File: config.mk
export PLATFORM = sky130hd
export DESIGN_NAME = pipe_adder
export DESIGN_NICKNAME = d
export VERILOG_FILES = /design/src/rtl/pipe_adder_pkg.sv /design/src/rtl/chunk_add.sv /design/src/rtl/pipe_adder.sv
export SDC_FILE = /design/constraint.sdc
export NUM_CORES = 1
export LEC_CHECK = 0
export CAP_MARGIN = 25
export CORE_MARGIN = 10
export CORE_UTILIZATION = 51
export CTS_CLUSTER_DIAMETER = 80
export DETAILED_ROUTE_END_ITERATION = 7
export PLACE_DENSITY = 0.77
export SYNTH_ARGS = -nofsm -noshare
export SYNTH_HDL_FRONTEND = slang
export SYNTH_HIERARCHICAL = 1
export SYNTH_SLANG_ARGS = --single-unit
File: constraint.sdc
create_clock -name clk -period 2.3 [get_ports clk]
set_clock_uncertainty 0.1 [all_clocks]
set_input_delay 0.23 -clock clk [delete_from_list [all_inputs] [get_ports clk]]
set_output_delay 0.23 -clock clk [all_outputs]
set_load 0.02 [all_outputs]
File: src/rtl/pipe_adder_pkg.sv
// Shared helpers for the pipelined adder: chunk sizing and configuration checks.
package pipe_adder_pkg;

    // Width of one carry-chained chunk resolved per pipeline stage.
    function automatic int chunk_w(input int n, input int stages);
        return n / stages;
    endfunction

    // A configuration is legal when the operand splits into equal, non-empty chunks.
    function automatic bit cfg_ok(input int n, input int stages);
        return (stages >= 1) && (n >= stages) && ((n % stages) == 0);
    endfunction

endpackage

File: src/rtl/chunk_add.sv
// Combinational W-bit add of one operand chunk with carry in, carry out and carry into the MSB.
module chunk_add #(
    parameter int W = 8
) (
    input  logic [W-1:0] a,
    input  logic [W-1:0] b,
    input  logic         cin,
    output logic [W-1:0] sum,
    output logic         cout,
    output logic         cmsb
);

    logic [W:0] total;

    assign total = {1'b0, a} + {1'b0, b} + {{W{1'b0}}, cin};
    assign sum   = total[W-1:0];
    assign cout  = total[W];
    // The MSB sum bit is a^b^carry_in, so the carry into it can be recovered.
    assign cmsb  = a[W-1] ^ b[W-1] ^ total[W-1];

endmodule

File: src/rtl/pipe_adder.sv
// Pipelined N-bit adder/subtractor: one W-bit chunk of the carry chain is resolved per stage,
// with the whole pipe stalling together on output backpressure.
module pipe_adder
    import pipe_adder_pkg::*;
#(
    parameter int N      = 32,
    parameter int STAGES = 4
) (
    input  logic         clk,
    input  logic         rstn,
    input  logic         in_valid,
    output logic         in_ready,
    input  logic [N-1:0] a,
    input  logic [N-1:0] b,
    input  logic         c_in,
    input  logic         sub,
    output logic         out_valid,
    input  logic         out_ready,
    output logic [N-1:0] s,
    output logic         c_out,
    output logic         ovf
);

    localparam int W = chunk_w(N, STAGES);

    if (!cfg_ok(N, STAGES)) begin : g_cfg_err
        $error("pipe_adder: N=%0d is not a multiple of STAGES=%0d", N, STAGES);
    end

    // sum_lo accumulates resolved chunks in place; a_hi/b_hi are shifted so the
    // next chunk to consume always sits in bits [W-1:0].
    typedef struct packed {
        logic         valid;
        logic [N-1:0] sum_lo;
        logic         carry;
        logic [N-1:0] a_hi;
        logic [N-1:0] b_hi;
    } stage_t;

    stage_t       stage_in  [STAGES];
    stage_t       stage_nxt [STAGES];
    stage_t       stage_q   [STAGES];
    logic [W-1:0] chunk_sum  [STAGES];
    logic         chunk_cout [STAGES];
    logic         chunk_cmsb [STAGES];
    logic         ovf_q;
    logic         adv;

    // Handshake: a beat moves on an edge where valid && ready. Every stage advances
    // together when the output slot is empty or being consumed; in_ready depends only
    // on out_valid/out_ready, never on in_valid.
    assign adv      = !out_valid || out_ready;
    assign in_ready = adv;

    always_comb begin
        stage_in[0].valid  = in_valid;
        stage_in[0].sum_lo = '0;
        stage_in[0].carry  = sub ? 1'b1 : c_in;
        stage_in[0].a_hi   = a;
        stage_in[0].b_hi   = sub ? ~b : b;
        for (int k = 1; k < STAGES; k++) begin
            stage_in[k] = stage_q[k-1];
        end
    end

    for (genvar k = 0; k < STAGES; k++) begin : g_stage
        chunk_add #(.W(W)) u_chunk (
            .a    (stage_in[k].a_hi[W-1:0]),
            .b    (stage_in[k].b_hi[W-1:0]),
            .cin  (stage_in[k].carry),
            .sum  (chunk_sum[k]),
            .cout (chunk_cout[k]),
            .cmsb (chunk_cmsb[k])
        );
    end

    always_comb begin
        for (int k = 0; k < STAGES; k++) begin
            stage_nxt[k].valid  = stage_in[k].valid;
            stage_nxt[k].sum_lo = stage_in[k].sum_lo | (N'(chunk_sum[k]) << (k * W));
            stage_nxt[k].carry  = chunk_cout[k];
            stage_nxt[k].a_hi   = stage_in[k].a_hi >> W;
            stage_nxt[k].b_hi   = stage_in[k].b_hi >> W;
        end
    end

    always_ff @(posedge clk or negedge rstn) begin
        if (!rstn) begin
            for (int k = 0; k < STAGES; k++) begin
                stage_q[k] <= '0;
            end
            ovf_q <= 1'b0;
        end else if (adv) begin
            for (int k = 0; k < STAGES; k++) begin
                stage_q[k] <= stage_nxt[k];
            end
            // Only the top chunk holds the sign bit, so overflow comes from it alone.
            ovf_q <= chunk_cmsb[STAGES-1] ^ chunk_cout[STAGES-1];
        end
    end

    assign out_valid = stage_q[STAGES-1].valid;
    assign s         = stage_q[STAGES-1].sum_lo;
    assign c_out     = stage_q[STAGES-1].carry;
    assign ovf       = ovf_q;

endmodule

== After elaboration in Yosys (flattened, before gate mapping) ==
Index checks and enable logic that the tools add are counted.

* Register bits after elaboration: 209
* Bits of input ports: 70
* Output and inout port bits: 36
* Word-level logic and storage cells: 38

* Add/subtract/negate cells: 8
* Multiplexer cells: 2
* Bitwise gates (word level): 7
* Reductions and logical operators: 2

{| class="wikitable"
|+ Operators by type and width
! cell !! count
|-
| 8-bit by 8-bit adder with 9-bit output || 4
|-
| 9-bit by 1-bit adder with 9-bit output || 4
|-
| 32-bit two-way mux || 1
|-
| 32-bit NOT || 1
|-
| 32-bit by 24-bit bitwise OR with 32-bit output || 1
|-
| 32-bit bitwise OR || 1
|-
| 8-bit by 16-bit bitwise OR with 16-bit output || 1
|-
| 1-bit bitwise XOR || 3
|-
| 1-bit zero test || 1
|-
| 1-bit logical OR || 1
|-
| 1-bit two-way mux || 1
|}

== Depth between registers and ports, before layout ==
* Word-level depth: 4
* Mapped depth: 9
* Depth with buffers taken out: 7

== Hierarchy ==
Netlist, hierarchy kept.

{| class="wikitable"
|+ Modules (own cells, without submodules)
! module !! times used !! cells an instance !! area each (sq um) !! sequential area each (sq um)
|-
| pipe_adder || 1 || 430 || 7758.7 || 4629.4
|-
| chunk_add (g_stage[0].u_chunk ...) || 3 || 43 || 345.3 || 0.0
|-
| chunk_add (g_stage[2].u_chunk) || 1 || 43 || 364.1 || 0.0
|}

== Least setup slack after synthesis ==
OpenSTA, ideal clock, no wires.

* Path type: input to register
* From: in sub
* To: reg stage_q (netlist bit stage_in[260])
* Library setup time: 0.125 ns
* Arrival: 2.327 ns
* Required time: 2.075 ns
* Setup slack: -0.251 ns
* Stages on the path: 9
* Buffers on the path: 2
* Cell sequence: buf_2 -> buf_2 -> or2_2 -> fa_1 -> fa_1 -> a21oi_1 -> o21a_1 -> o21ai_0 -> mux2_2

{| class="wikitable"
|+ RTL lines
! item !! line !! RTL
|-
| start: declaration || pipe_adder.sv:16 || <nowiki>input logic sub,</nowiki>
|-
| end signal: indexed assignment || pipe_adder.sv:95 || <nowiki>stage_q[k] <= stage_nxt[k];</nowiki>
|-
| end: declaration || pipe_adder.sv:42 || <nowiki>stage_t stage_q [STAGES];</nowiki>
|}

==> flow_metrics.py <==
metrics = {
    "placed_design": {
        "dp.final_hpwl_um": 12100,
        "dpl.cell_count": 931,
        "io_buffers": 105,
        "postPlaceCellArea_um2": 10600,
        "pre_cts_slack_ns": -0.305,
        "gp_congestion": 0.802,
    },
    "worst_setup_path": {
        "cp-start-kind": "register",
        "crit_type": "reg -> reg",
        "worstPathMaxFanout": 2,
        "critPathArrivalTime_ns": 2.46,
        "crit_required_ns": 2.52,
        "critPathCaptureType": "register",
    },
    "sta": {
        "finalMaxSlewViolations": 0,
        "fin_ws_ns": 0.0557,
        "holdWs_ns": 0.245,
        "period_needed_ns": 2.24,
        "rsz0062_at_grt": "true",
        "finalHoldViolCount": 0,
        "fmax_ghz": 0.446,
        "setup_viol": 0,
        "max-slew-margin-rel": 0.637,
        "worst_pin_slew_ns": 0.545,
        "period_share": 0.976,
    },
    "floorplan": {
        "die_h_um": 154,
        "io_pins": 106,
        "die_area_um2": 23600,
        "core-area_um2": 17400,
        "row_count": 48,
        "die_x_um": 154,
        "initial_core_util": 0.523,
    },
    "power_and_ir_drop": {
        "power_mw": 16.2,
        "power.leakage_nw": 5.20,
        "cellPowerDensity_nw_per_um2": 1450,
        "ir_drop_mv": 0.811,
    },
    "cts": {
        "cts-root-buf": "clkbuf_16",
        "cts.clk_slew.worst_paths_ns": 0.07,
        "insertion_delay_ns": 0.43,
        "cts_tree": "built",
        "cts_buffer_depth": 2,
        "numCtsBuffers": 17,
        "clock_sinks": 185,
        "cts.htree.levels": 4,
    },
    "global_route": {
        "grt_max_degree": 57,
        "antenna_found_initial": 0,
        "grt_pass1_wl_um": 29800,
        "gr-total-overflow": 0,
        "grt_usage": 0.152,
        "grt_pass1_vias": 5747,
    },
    "final_layout": {
        "syn_to_final_growth_pct": 22.5,
        "instances_no_fill": 965,
        "final_area_um2": 11200,
        "drive_above_1_share": 0.370,
        "final_common_cell": "dfrtp_1",
        "diodes": 0,
        "mostFrequentLayoutCells": "dfrtp_1, mux2_4, clkdlybuf4s50_1, mux2_2, xor2_1",
        "num-nets-final": 833,
    },
    "routing": {
        "vias_per_cell": 5.27,
        "wl_um": 17400,
        "vias": 5087,
        "wl_per_cell_um": 18.0,
        "drt_iter0_markers": 201,
        "drtAntennaViolNets": 0,
        "drt_pass1_iterations": 4,
        "drc": 0,
    },
    "yosys": {
        "synth_nets": 702,
        "yosysWarnings": 6,
        "syn-cell-area_um2": 9120,
        "syn_inst": 596,
        "syn_area_per_cell_um2": 15.3,
    },
    "min_path": {
        "hold_path_class": "in -> async",
    },
    "flow_run": {
        "cap_violations": 0,
    },
    "outcome": {
        "outcome": "finished, final reports clean",
    },
}
[power breakdown]
group / switching, mW / internal [mW] / total, mW
clock network: 1.23 / 1.60 / 2.83
logic: 3.15 / 4.55 / 7.70
registers: 0.945 / 4.76 / 5.70
[flip-flops by register name (all words and copies together) (netlist names)]
register,flops
s,32
stage_in,150
out_valid,1
c_out,1
ovf,1
[layer usage]
metal  global-route usage  wire, um
met3               0.0494       793
met5                    0         0
met1                0.195      8100
met2                0.244      8350
met4               0.0360       157
[final cells by class]
| class | instances | area (um^2) |
|---|---|---|
| Sequential cell | 185 | 4630 |
| Clock inverter | 11 | 96.3 |
| Multi-Input combinational cell | 370 | 4240 |
| Timing Repair Buffer | 137 | 1380 |
| Inverter | 16 | 60.1 |
| Clock buffer | 21 | 480 |
| Fill cell | 1237 | 6250 |
| Tap cell | 225 | 282 |
[path summary, 6_finish.rpt]
| kind | from | to | slack [ns] | depth (start not counted) |
|---|---|---|---|---|
| min in group clk | a[21] | stage_in[241]$_DFFE_PN0P_ | 0.32 | 2 |
| hold reg to reg | stage_in[97]$_DFFE_PN0P_ | out_valid$_DFFE_PN0P_ | 0.37 | 1 |
| setup / recovery | stage_in[64]$_DFFE_PN0P_ | ovf$_DFFE_PN0P_ | 0.06 | 7 |
| hold / removal | rstn | stage_in[209]$_DFFE_PN0P_ | 0.25 | 2 |
| setup reg to reg | stage_in[64]$_DFFE_PN0P_ | ovf$_DFFE_PN0P_ | 0.06 | 7 |
| max in group asynchronous | rstn | s[12]$_DFFE_PN0P_ | 1.22 | 3 |
[through the flow]
stage	util	TNS (ns)
2_1_floorplan	-	-0.118
3_5_place_dp	0.606	-1.29
5_1_grt	0.641	-0.00503
3_3_place_gp	0.606	-1.11
6_report	0.641	0
4_1_cts	0.640	0
[worst max-delay path, cell delays in order (launching register included)]
cell and delay [ns]:
dfrtp_1 0.41, fa_2 0.43, fa_2 0.38, a21oi_2 0.15, o21a_1 0.19, o21ai_2 0.08
xor2_1 0.14, mux2_4 0.26
[what timing repair did]
| item | 4_1_cts | 5_1_grt |
|---|---|---|
| endpoints found under the setup margin | 4 | 4 |
| resized for setup | 4 | 4 |
| pin swaps | 0 | 6 |
| hold buffers | 1 | 0 |
| endpoints found under the hold margin | 50 | 0 |
| setup buffers | 0 | 1 |
| cloned | 0 | 0 |
Power figures use the tool's default switching activity.
